**config.mk**
```make
export PLATFORM = sky130hd
export DESIGN_NAME = round_robin_arbitor
export DESIGN_NICKNAME = d
export VERILOG_FILES = /design/src/rtl/round_robin_arbitor.sv
export SDC_FILE = /design/constraint.sdc
export NUM_CORES = 1
export LEC_CHECK = 0
export ABC_AREA = 1
export CORE_UTILIZATION = 43
export DETAILED_ROUTE_END_ITERATION = 16
export PLACE_DENSITY = 0.72
export RECOVER_POWER = 50
export SYNTH_ARGS = -nofsm -noshare
export SYNTH_HDL_FRONTEND = slang
export SYNTH_SLANG_ARGS = --single-unit
```
**constraint.sdc**
```tcl
create_clock -name clk -period 2 [get_ports clk]
set_input_delay 0.3 -clock clk [delete_from_list [all_inputs] [get_ports clk]]
set_output_delay 0.3 -clock clk [all_outputs]
set_load 0.01 [all_outputs]
```
**src/rtl/round_robin_arbitor.sv**
```systemverilog
// Round-robin arbiter with lock-until-release grants and registered one-hot/index outputs.
// Optional consecutive-grant limit is enabled by defining ROUND_ROBIN_ARBITOR_HOLD_LIMIT_EN.
//
// Handshake: a channel requests by raising i_request[n]; once granted it keeps the grant for
// as long as i_request[n] stays high, and releases it by sampling low at a rising clock edge.
module round_robin_arbitor #(
    parameter int WIDTH       = 4,
    parameter int INDEX_WIDTH = 2,
    parameter int HOLD_LIMIT  = 16
) (
    input  logic                   clk,
    input  logic                   rst_x,
    input  logic [WIDTH-1:0]       i_request,
    output logic [WIDTH-1:0]       o_grant,
    output logic [INDEX_WIDTH-1:0] o_index,
    output logic                   o_busy,
    output logic                   o_dbg_state
);

    typedef enum logic {
        ST_IDLE  = 1'b0,
        ST_GRANT = 1'b1
    } state_t;

    // Wide enough to hold r_last + 1 + offset (at most 2*WIDTH-1) before the wrap.
    localparam int               SUM_W   = INDEX_WIDTH + 2;
    localparam logic [SUM_W-1:0] W_WIDTH = SUM_W'(WIDTH);

    if (WIDTH < 2) begin : g_bad_width
        $error("round_robin_arbitor: WIDTH must be at least 2");
    end
    if ((1 << INDEX_WIDTH) < WIDTH) begin : g_bad_index_width
        $error("round_robin_arbitor: INDEX_WIDTH too small for WIDTH");
    end
    if (HOLD_LIMIT < 1) begin : g_bad_hold_limit
        $error("round_robin_arbitor: HOLD_LIMIT must be at least 1");
    end

    state_t                 r_state;
    logic [INDEX_WIDTH-1:0] r_last;

    logic [2*WIDTH-1:0]     w_dbl;
    logic [WIDTH-1:0]       w_rot;
    logic [SUM_W-1:0]       w_start;
    logic [SUM_W-1:0]       w_off;
    logic [SUM_W-1:0]       w_sum;
    logic                   w_found;
    logic [INDEX_WIDTH-1:0] w_win;
    logic                   w_hold;
    logic                   w_limit;

    // Rotate the request vector so bit 0 is the channel just after r_last, then take the
    // lowest set bit; r_last itself lands on the top bit and is therefore searched last.
    always_comb begin
        w_dbl   = {i_request, i_request};
        w_start = SUM_W'(r_last) + SUM_W'(1);
        w_rot   = WIDTH'(w_dbl >> w_start);
        w_found = |w_rot;
        w_off   = '0;
        for (int k = WIDTH - 1; k >= 0; k--) begin
            if (w_rot[k]) begin
                w_off = SUM_W'(k);
            end
        end
        w_sum = w_start + w_off;
        w_win = (w_sum >= W_WIDTH) ? INDEX_WIDTH'(w_sum - W_WIDTH) : INDEX_WIDTH'(w_sum);
    end

    assign w_hold      = |(o_grant & i_request);
    assign o_dbg_state = r_state;

`ifdef ROUND_ROBIN_ARBITOR_HOLD_LIMIT_EN
    localparam int CNT_W = $clog2(HOLD_LIMIT + 1);

    logic [CNT_W-1:0] r_hold_cnt;

    assign w_limit = (r_hold_cnt >= CNT_W'(HOLD_LIMIT));
`else
    assign w_limit = 1'b0;
`endif

    always_ff @(posedge clk or negedge rst_x) begin
        if (!rst_x) begin
            r_state    <= ST_IDLE;
            r_last     <= INDEX_WIDTH'(WIDTH - 1);
            o_grant    <= '0;
            o_index    <= '0;
            o_busy     <= 1'b0;
`ifdef ROUND_ROBIN_ARBITOR_HOLD_LIMIT_EN
            r_hold_cnt <= '0;
`endif
        end else begin
            case (r_state)
                ST_IDLE: begin
                    if (w_found) begin
                        r_state    <= ST_GRANT;
                        r_last     <= w_win;
                        o_grant    <= WIDTH'(1) << w_win;
                        o_index    <= w_win;
                        o_busy     <= 1'b1;
`ifdef ROUND_ROBIN_ARBITOR_HOLD_LIMIT_EN
                        r_hold_cnt <= CNT_W'(1);
`endif
                    end
                end
                ST_GRANT: begin
                    if (w_hold && !w_limit) begin
`ifdef ROUND_ROBIN_ARBITOR_HOLD_LIMIT_EN
                        r_hold_cnt <= r_hold_cnt + CNT_W'(1);
`endif
                    end else if (w_found) begin
                        // Released (or limit hit): hand over without an idle cycle.
                        r_last     <= w_win;
                        o_grant    <= WIDTH'(1) << w_win;
                        o_index    <= w_win;
                        o_busy     <= 1'b1;
`ifdef ROUND_ROBIN_ARBITOR_HOLD_LIMIT_EN
                        r_hold_cnt <= CNT_W'(1);
`endif
                    end else begin
                        // r_last keeps the released channel so the next search starts after it.
                        r_state    <= ST_IDLE;
                        o_grant    <= '0;
                        o_index    <= '0;
                        o_busy     <= 1'b0;
`ifdef ROUND_ROBIN_ARBITOR_HOLD_LIMIT_EN
                        r_hold_cnt <= '0;
`endif
                    end
                end
                default: begin
                    r_state <= ST_IDLE;
                end
            endcase
        end
    end

endmodule
```
==> results, run 1 <==
- After synthesis the netlist holds a flip-flop and latch count of 10.
- Buffers inserted to repair hold after CTS numbered 0.
- The data required time of the worst path is approximately 2200 ps.
- The later pin in the worst-skew pair is clocked with a latency of 260 ps.
- The worst register-to-register path has a depth of 13.
- The DRC violations left is 0.
- The root buffer selected by CTS is sky130_fd_sc_hd__clkbuf_4.
- The core region is roughly 1400 um^2.
- The post-synthesis instance area is 658 um^2.
- The maximum net fanout on the critical path is 6.
- Sorting the synthesized cells by how often they occur yields sky130_fd_sc_hd__nand2_1 (30), sky130_fd_sc_hd__nand3_1 (13), sky130_fd_sc_hd__dfrtp_1 (8).
- Dividing total power by cell area gives a power density of 2050 nW/um^2.
- The period utilization is 94.9%.
- The slew at the pin closest to its max-slew limit is ~450 ps.
- The first TritonRoute pass finished after 4 iterations.
- The area of the die is between 1500 and 2000 um^2.
- The final wirelength is 1410 um.
- The worst-case setup margin in the final layout is 103 ps.
- CTS built an H-tree with a depth of 1.
- During placement, the flow inserted port buffers numbering 13.
- The number of ports placed on the die boundary is 14.
- The design draws 1920 uW.
- The library cell with the largest summed area after synthesis is sky130_fd_sc_hd__dfrtp_1.
- The nature of the critical path startpoint is a flop.
- The largest net degree at the start of global routing is 11.
- The remaining antenna violation count after routing is 0.
- The area growth from synthesis to layout is 42.2%.
- The effective utilization at floorplan is 48.2%.
- The synthesized design devotes to its leading area cell type between 30 and 40% of total area.
- The initial antenna violation count is 0.
- Fill cells in the final layout number 125.
- STA classifies the critical path endpoint as a flop.
- The floorplan step set the die height to 41.1 um.
- The number of rows created at floorplan is 13.
- During synthesis, Yosys emitted a total of 0 warnings.
- Dividing the synthesized area by the synthesized cell count gives 8.13 um^2.
- The die is between 40 and 50 um wide.
- The first global-routing pass estimated around 2200 um of wire.
- The distinct cell type count after synthesis is 18.
- The flow ran to the end, and the final reports show no timing, DRC or antenna violations.
- The timing-limited maximum frequency is around 530 MHz.
- The final worst clock skew is 5.12 ps.
- The post-place setup slack is -109 ps.
- The post-route core utilization is between 60% and 70%.
- The number of violations reported at the end of detailed-routing iteration 0 is 4.
- The number of max-cap violations is 0.
- Detailed placement ended at an HPWL of 1130 um.
- Dividing the detail-routed wire length by the instance count gives 11.3 um.
- The worst hold margin is 415 ps.
- The number of antenna diodes in the final layout is 0.
- The sequential area share after synthesis is around two fifths.
- The clock net in this run drives a total of 10 sinks.
- TritonCTS built the clock tree.
- Global routing finished with a remaining overflow of 0.
- Ranked by total cell area, the synthesized netlist is headed by sky130_fd_sc_hd__dfrtp_1 (30%), sky130_fd_sc_hd__nand2_1 (17%), sky130_fd_sc_hd__nand3_1 (9.9%).
- Headroom to the max-slew limit came out at 69.8%.
- In this run, CTS created clock tree buffers numbering 3.
- The number of global-route vias before repair is 521.
- The critical path class is flop to flop.
- Counting every net in the synthesized netlist gives 88.
- Summing all placed instances gives a cell area of just under 900 um^2.
- The global placement routability congestion is around 0.70.
- Yosys mapped a number of flops with a built-in enable equal to 0.
- Across the VDD grid, the largest voltage drop is 0.00138 V.
- The cell area after layout is approximately 940 um^2.
- Across all layers, the routed design uses a little over 600 vias.
- The number of vias per cell after detailed routing is 4.95.
- The number of max-slew violations in the final report is 0.
- After clock tree synthesis, the clock-pin slew on the worst setup and hold paths is 70 ps.
- Data on the critical path arrives at its endpoint at 2050 ps.
- The async set-reset flop share out of synthesis is 100%.
- The deepest clock path buffer count is 2.
- For this run, the leading register cell type out of synthesis is sky130_fd_sc_hd__dfrtp_1.
- The final critical path time including I/O delays and setup is roughly 1900 ps.
- The tightest min-delay check is of the primary input to async pin type.
- In the global route stage, overall resource usage came out at 20.0%.
- The count of endpoints failing setup in the final report is 0.
- Synthesis produced 81 cells.
- In the final design database the tool counted 118 nets.
- The proportion of layout cells with a drive suffix above 1 is 35.5%.
- For this design the static power due to leakage is 0.000469 uW.
- The final number of hold-violating endpoints was 0.
- By instance count, the leading cell after synthesis is sky130_fd_sc_hd__nand2_1.
## per-stage QoR
step	TNS [ps]	std cells
global placement	-311	119
global route	-3.41	125
detailed placement	-593	119
finish	0	125
CTS	0	123
floorplan	0	81
## layer usage
layer	track usage [%]	wire length, um	up-vias	share of wire (%)
met5	0	0	-	0
met2	33.2	691	8	49
met4	12.1	33	0	2.3
met1	24.7	663	282	47
met3	1.63	26	4	1.8
li1	-	-	325	-
## registers in the layout, indices dropped and copies added, names as in the netlist
signal       count
o_busy           1
o_grant          4
o_index          2
o_dbg_state      1
r_last           2
## cell families after synthesis
kind of cell / share of synthesized area, %
DFF: 38.4
and+or+nand+nor: 48.7
AOI/OAI and AO/OA: 6.08
buffers and inverters: 3.61
xor gates and xnor gates: 1.33
adders and majority gates: 1.90
## layout by cell type, fill, tap and decap left out, types with 2 or more instances in the layout
cell type,instances
sky130_fd_sc_hd__buf_4,12
sky130_fd_sc_hd__clkbuf_4,3
sky130_fd_sc_hd__clkdlybuf4s50_1,11
sky130_fd_sc_hd__dfrtp_1,8
sky130_fd_sc_hd__dfstp_2,2
sky130_fd_sc_hd__dlygate4sd3_1,2
sky130_fd_sc_hd__inv_1,3
sky130_fd_sc_hd__inv_2,2
sky130_fd_sc_hd__nand2_1,29
sky130_fd_sc_hd__nand2_2,7
sky130_fd_sc_hd__nand2_4,4
sky130_fd_sc_hd__nand3_1,11
sky130_fd_sc_hd__nand3_2,3
sky130_fd_sc_hd__nor2_4,2
sky130_fd_sc_hd__o21ai_1,3
## final timing paths
| kind | startpoint | end | slack (ps) |
|---|---|---|---|
| worst max register to register | r_last[0]$_DFFE_PN1P_ | o_index[1]$_DFFE_PN0P_ | 100 |
| worst max-delay path | r_last[0]$_DFFE_PN1P_ | o_index[1]$_DFFE_PN0P_ | 100 |
| min in group clk | o_index[1]$_DFFE_PN0P_ | o_index[1]$_DFFE_PN0P_ | 470 |
| max in group asynchronous | rst_x | r_last[0]$_DFFE_PN1P_ | 1240 |
| worst min-delay path | rst_x | o_grant[1]$_DFFE_PN0P_ | 420 |
| worst min register to register | o_index[1]$_DFFE_PN0P_ | o_index[1]$_DFFE_PN0P_ | 470 |
## where the power goes
group	total, uW	switching, uW	internal, uW
clock	145	68.0	77.1
sequential	404	81.4	323
combinational	1370	773	601
total	1920	922	1000
## cell type report
| type | count | area (um^2) | area share [%] |
|---|---|---|---|
| multi-input combinational | 65 | 394 | 42.1 |
| timing repair buffer | 25 | 220 | 23.5 |
| tap | 15 | 18.8 | 2.01 |
| clock buffer | 4 | 26.3 | 2.81 |
| inverter | 6 | 23.8 | 2.54 |
| sequential | 10 | 253 | 27.0 |
## worst max-delay path, cell delays in order, from the launching register on
cell,delay [ps]
sky130_fd_sc_hd__dfstp_2,560
sky130_fd_sc_hd__inv_2,80
sky130_fd_sc_hd__nand2_2,70
sky130_fd_sc_hd__nand3_2,80
sky130_fd_sc_hd__nand2_4,80
sky130_fd_sc_hd__nand3_1,60
sky130_fd_sc_hd__nand2_1,60
sky130_fd_sc_hd__nand2_1,60
sky130_fd_sc_hd__ha_1,180
sky130_fd_sc_hd__xor2_1,170
sky130_fd_sc_hd__buf_4,150
sky130_fd_sc_hd__nand2_4,60
sky130_fd_sc_hd__nand3_1,120
sky130_fd_sc_hd__nand2_1,70
## repair_timing
item	4_1_cts	5_1_grt
endpoints found under the setup margin	0	6
gates resized for setup	0	4
buffers inserted	0	2
Power figures use the tool's default switching activity.
==> run 2: changes to the inputs <==
--- a/config.mk
+++ b/config.mk
@@ -6,6 +6,7 @@
 export NUM_CORES = 1
 export LEC_CHECK = 0
 export ABC_AREA = 1
+export CORE_MARGIN = 2
 export CORE_UTILIZATION = 43
 export DETAILED_ROUTE_END_ITERATION = 16
 export PLACE_DENSITY = 0.72
==> run 2 against run 1 <==
Hold slack improved by 0.75 ps. Global-route usage decreased by 2.7 points. Clock-buffer cell count unchanged. Die area increased by 10%. Sequential share of layout area decreased by 1.0 points. Sequential power increased by 3%. Register-to-register slack got worse by 20 ps. Cell count unchanged. Power increased by 7.7%. Sequential cell count unchanged. Clock power about the same. First-iteration DRC count increased to 3.5 times the previous value. Largest power group unchanged.
==> results, run 2 (synthesis results as in run 1) <==
- The number of detailed-route iterations in the first pass is 4 (unchanged).
- The number of violations reported at the end of detailed-routing iteration 0 came to 14 (+10).
- The global placement routability congestion is 0.813 (+16%).
- The final wirelength is 1570 um (+11%).
- The clock network fraction of design power is 7.1% (-0.4 points).
- The vertical die dimension is 43.1 um (+4.9%).
- The total internal power is 1060 uW (+5.8%).
- The hold-fix buffer count after cts was 0 (unchanged).
- Leaving out fill and tap cells, the most frequent cell in the layout is sky130_fd_sc_hd__nand2_1.
- The number of vias per cell after detailed routing came to 5.11 (+3.2%).
- The data required time of the worst path is 2150 ps (about the same).
- The area of the die is 1860 um^2 (+10%).
- The final number of hold-violating endpoints is 0 (unchanged).
- The worst hold-check path type is primary input to async pin.
- The endpoint arrival time on the critical path is 2070 ps (+20 ps).
- The area inside the core boundary is 1470 um^2 (+7.7%).
- The post-CTS clock slew at the launch and capture registers of the worst setup and hold paths is 70 ps (about the same).
- The worst hold margin is 416 ps (+0.747 ps).
- The via count came to 639 (+3.2%).
- The worst max-slew margin expressed relative to the limit is 69.2% (-0.61 points).
- The number of rows created at floorplan is 14 (+1).
- The effective utilization at floorplan is 44.7% (-3.4 points).
- The final critical path time including I/O delays and setup came to 1920 ps (+18.5 ps).
- The number of diodes is 0 (unchanged).
- The final worst clock skew is 6.38 ps (+1.26 ps).
- In the final layout, the registers with the most flip-flops are o_grant (4), o_index (2), r_last (2).
- The DRC violations left came to 0 (unchanged).
- The post-place setup slack is -118 ps (-9.51 ps).
- The number of global-route vias before repair is 572 (+9.8%).
- The most prevalent standard cell on the critical path is sky130_fd_sc_hd__nand2_1.
- The first-pass GRT wire length is 2430 um (+12%).
- The number of placed cells counting well taps is 118 (-0.84%).
- The insertion delay to the later sink of the worst-skew pair was 270 ps (about the same).
- The filler cell count is 132 (+5.6%).
- The sequential power share was 20.2% (-0.8 points).
- CTS placed an instance of sky130_fd_sc_hd__clkbuf_4 at the clock tree root.
- The number of clock sinks seen by CTS is 10 (unchanged).
- The top cell family by delay on the critical path is simple AND/OR/NAND/NOR gates.
- The worst register-to-register path begins at r_last[0]$_DFFE_PN1P_.
- The register-to-register setup slack was 80 ps (-20 ps).
- The count of input and output buffers is 13 (unchanged).
- The overall power of the completed layout came to 2070 uW (+7.7%).
- The signal on the critical path passes through inv_4, nand2_2, nand3_2, nand2_4, nand3_1, nand2_1, nand2_1, ha_2, xor2_2, buf_4, nand2_4, nand2_2, nand3_1, nand2_1.
- The largest net degree at the start of global routing is 11 (unchanged).
- The average wire length per cell after detail routing is 12.5 um (+11%).
- The leakage dissipation came to 0.000474 uW (+1.1%).
- The post-route core utilization came to 66.1% (-2.4 points).
- The deepest clock path buffer count came to 2 (unchanged).
- The number of flip-flops under the largest register name is 4 (unchanged).
- The beginning of the critical path is r_last[0]$_DFFE_PN1P_.
- The total overflow reported by the global router was 0 (unchanged).
- The capturing point of the worst reg2reg path is o_grant[0]$_DFFE_PN0P_.
- The final non-filler cell total is 125 (unchanged).
- The number of cells on the critical path is 14 (+1).
- The number of max-cap violations is 0 (unchanged).
- The slew at the pin closest to its max-slew limit is 461 ps (+9.15 ps).
- The run finished with clean final reports.
- The remaining antenna violation count after routing is 0 (unchanged).
- The timing-limited maximum frequency is 522 MHz (-0.97%).
- The combinational cell fraction of total power is 72.7% (+1.3 points).
- The number of cells on the worst reg-to-reg path is 14 (+1).
- The number of max-slew violations in the final report came to 0 (unchanged).
- The HPWL after detailed placement is 1160 um (+2.9%).
- The all-layer global routing usage is 17.3% (-2.7 points).
- The layout-stage area growth over the synthesis result is 47.7%.
- The slowest stage of the critical path belongs to the cell sky130_fd_sc_hd__dfstp_2.
- The chip width came to 43.1 um (+4.9%).
- The number of ports placed on the die boundary came to 14 (unchanged).
- The worst setup path is launched from a flop.
- The biggest cell delay along the critical path is 590 ps (+30 ps).
- The worst-case setup margin in the final layout is 84.1 ps (-18.5 ps).
- TritonCTS built the clock tree.
- The library cells used most frequently in the layout, excluding fill and tap cells, are sky130_fd_sc_hd__nand2_1 (28), sky130_fd_sc_hd__clkdlybuf4s50_1 (12), sky130_fd_sc_hd__buf_4 (11).
- STA classifies the critical path endpoint as a flop.
- The period utilization is 95.8% (+0.92 points).
- The initial antenna violation count is 0 (unchanged).
- The count of buffer and inverter cells on the critical path was 2 (unchanged).
- The maximum VDD drop came to 0.00118 V (-15%).
- The count of nets after finishing came to 117 (-0.85%).
- The critical path in this run is classified as flop to flop.
- The maximum net fanout on the critical path is 5 (-1).
- The switching power as a share of total power was 48.9% (+0.92 points).
- The register ranked first by flip-flop count is o_grant.
- The power per cell area is 2130 nW/um^2 (+3.7%).
- The H-tree depth is 1 (unchanged).
- The count of endpoints failing setup in the final report came to 0 (unchanged).
- The number of buffers inserted during clock tree synthesis came to 3 (unchanged).
- The proportion of layout cells with a drive suffix above 1 came to 40.4% (+4.9 points).
- The power dissipated by switching net loads is 1010 uW (+9.8%).
run 2: changes by cell type in the layout (fill, tap and decap cells not counted), sizes merged:
cell,previous run,this run
clkdlybuf4s50,11,12
buf,12,11
dlygate4sd3,2,1
run 2: area by class of cell:
type / count / area, um^2 / area share, %
multi-input combinational: 65 / 434 / 44.7
sequential: 10 / 253 / 26.0
timing repair buffer: 24 / 213 / 21.9
tap: 16 / 20.0 / 2.06
inverter: 6 / 26.3 / 2.70
clock buffer: 4 / 26.3 / 2.70
run 2: worst max path at each step:
stage | endpoint | slack, ps
2_1_floorplan | o_grant[0]$_DFFE_PN0P_ | 60
3_3_place_gp | o_grant[0]$_DFFE_PN0P_ | -80
3_5_place_dp | o_grant[1]$_DFFE_PN0P_ | -120
4_1_cts | o_index[1]$_DFFE_PN0P_ | 20
5_1_grt | o_grant[0]$_DFFE_PN0P_ | -10
6_report | o_grant[0]$_DFFE_PN0P_ | 80
run 2: repair_timing:
action,4_1_cts,5_1_grt
endpoints found under the setup margin,0,6
resized for setup,0,12
buffers inserted,0,3
run 2: stage by stage:
| step | setup TNS, ps | area (um^2) |
|---|---|---|
| after detailed placement | -620 | 868 |
| after global placement | -346 | 868 |
| after CTS | 0 | 895 |
| after floorplan | 0 | 658 |
| final | 0 | 972 |
| after global routing | -20.4 | 972 |
run 2: layer usage:
layer	wire length [um]	vias to the layer above	part of all wire, %	GRT usage [%]
li1	-	320	-	-
met1	711	304	45	23.2
met2	798	11	51	28.4
met3	37	4	2.4	1.28
met4	18	0	1.2	7.27
met5	0	-	0	0
run 2: worst register-to-register path, stage by stage, from the launching register on:
cell,delay (ps)
sky130_fd_sc_hd__dfstp_2,590
sky130_fd_sc_hd__inv_4,70
sky130_fd_sc_hd__nand2_2,70
sky130_fd_sc_hd__nand3_2,80
sky130_fd_sc_hd__nand2_4,70
sky130_fd_sc_hd__nand3_1,60
sky130_fd_sc_hd__nand2_1,60
sky130_fd_sc_hd__nand2_1,60
sky130_fd_sc_hd__ha_2,190
sky130_fd_sc_hd__xor2_2,180
sky130_fd_sc_hd__buf_4,140
sky130_fd_sc_hd__nand2_4,70
sky130_fd_sc_hd__nand2_2,70
sky130_fd_sc_hd__nand3_1,70
sky130_fd_sc_hd__nand2_1,50
run 2: power by group through the flow:
stage	registers [uW]	clock network, uW	logic [uW]
3_5_place_dp	408	0	1340
5_1_grt	431	160	1640
3_3_place_gp	406	0	1310
6_report	418	147	1500
4_1_cts	406	148	1360
2_1_floorplan	427	0	879
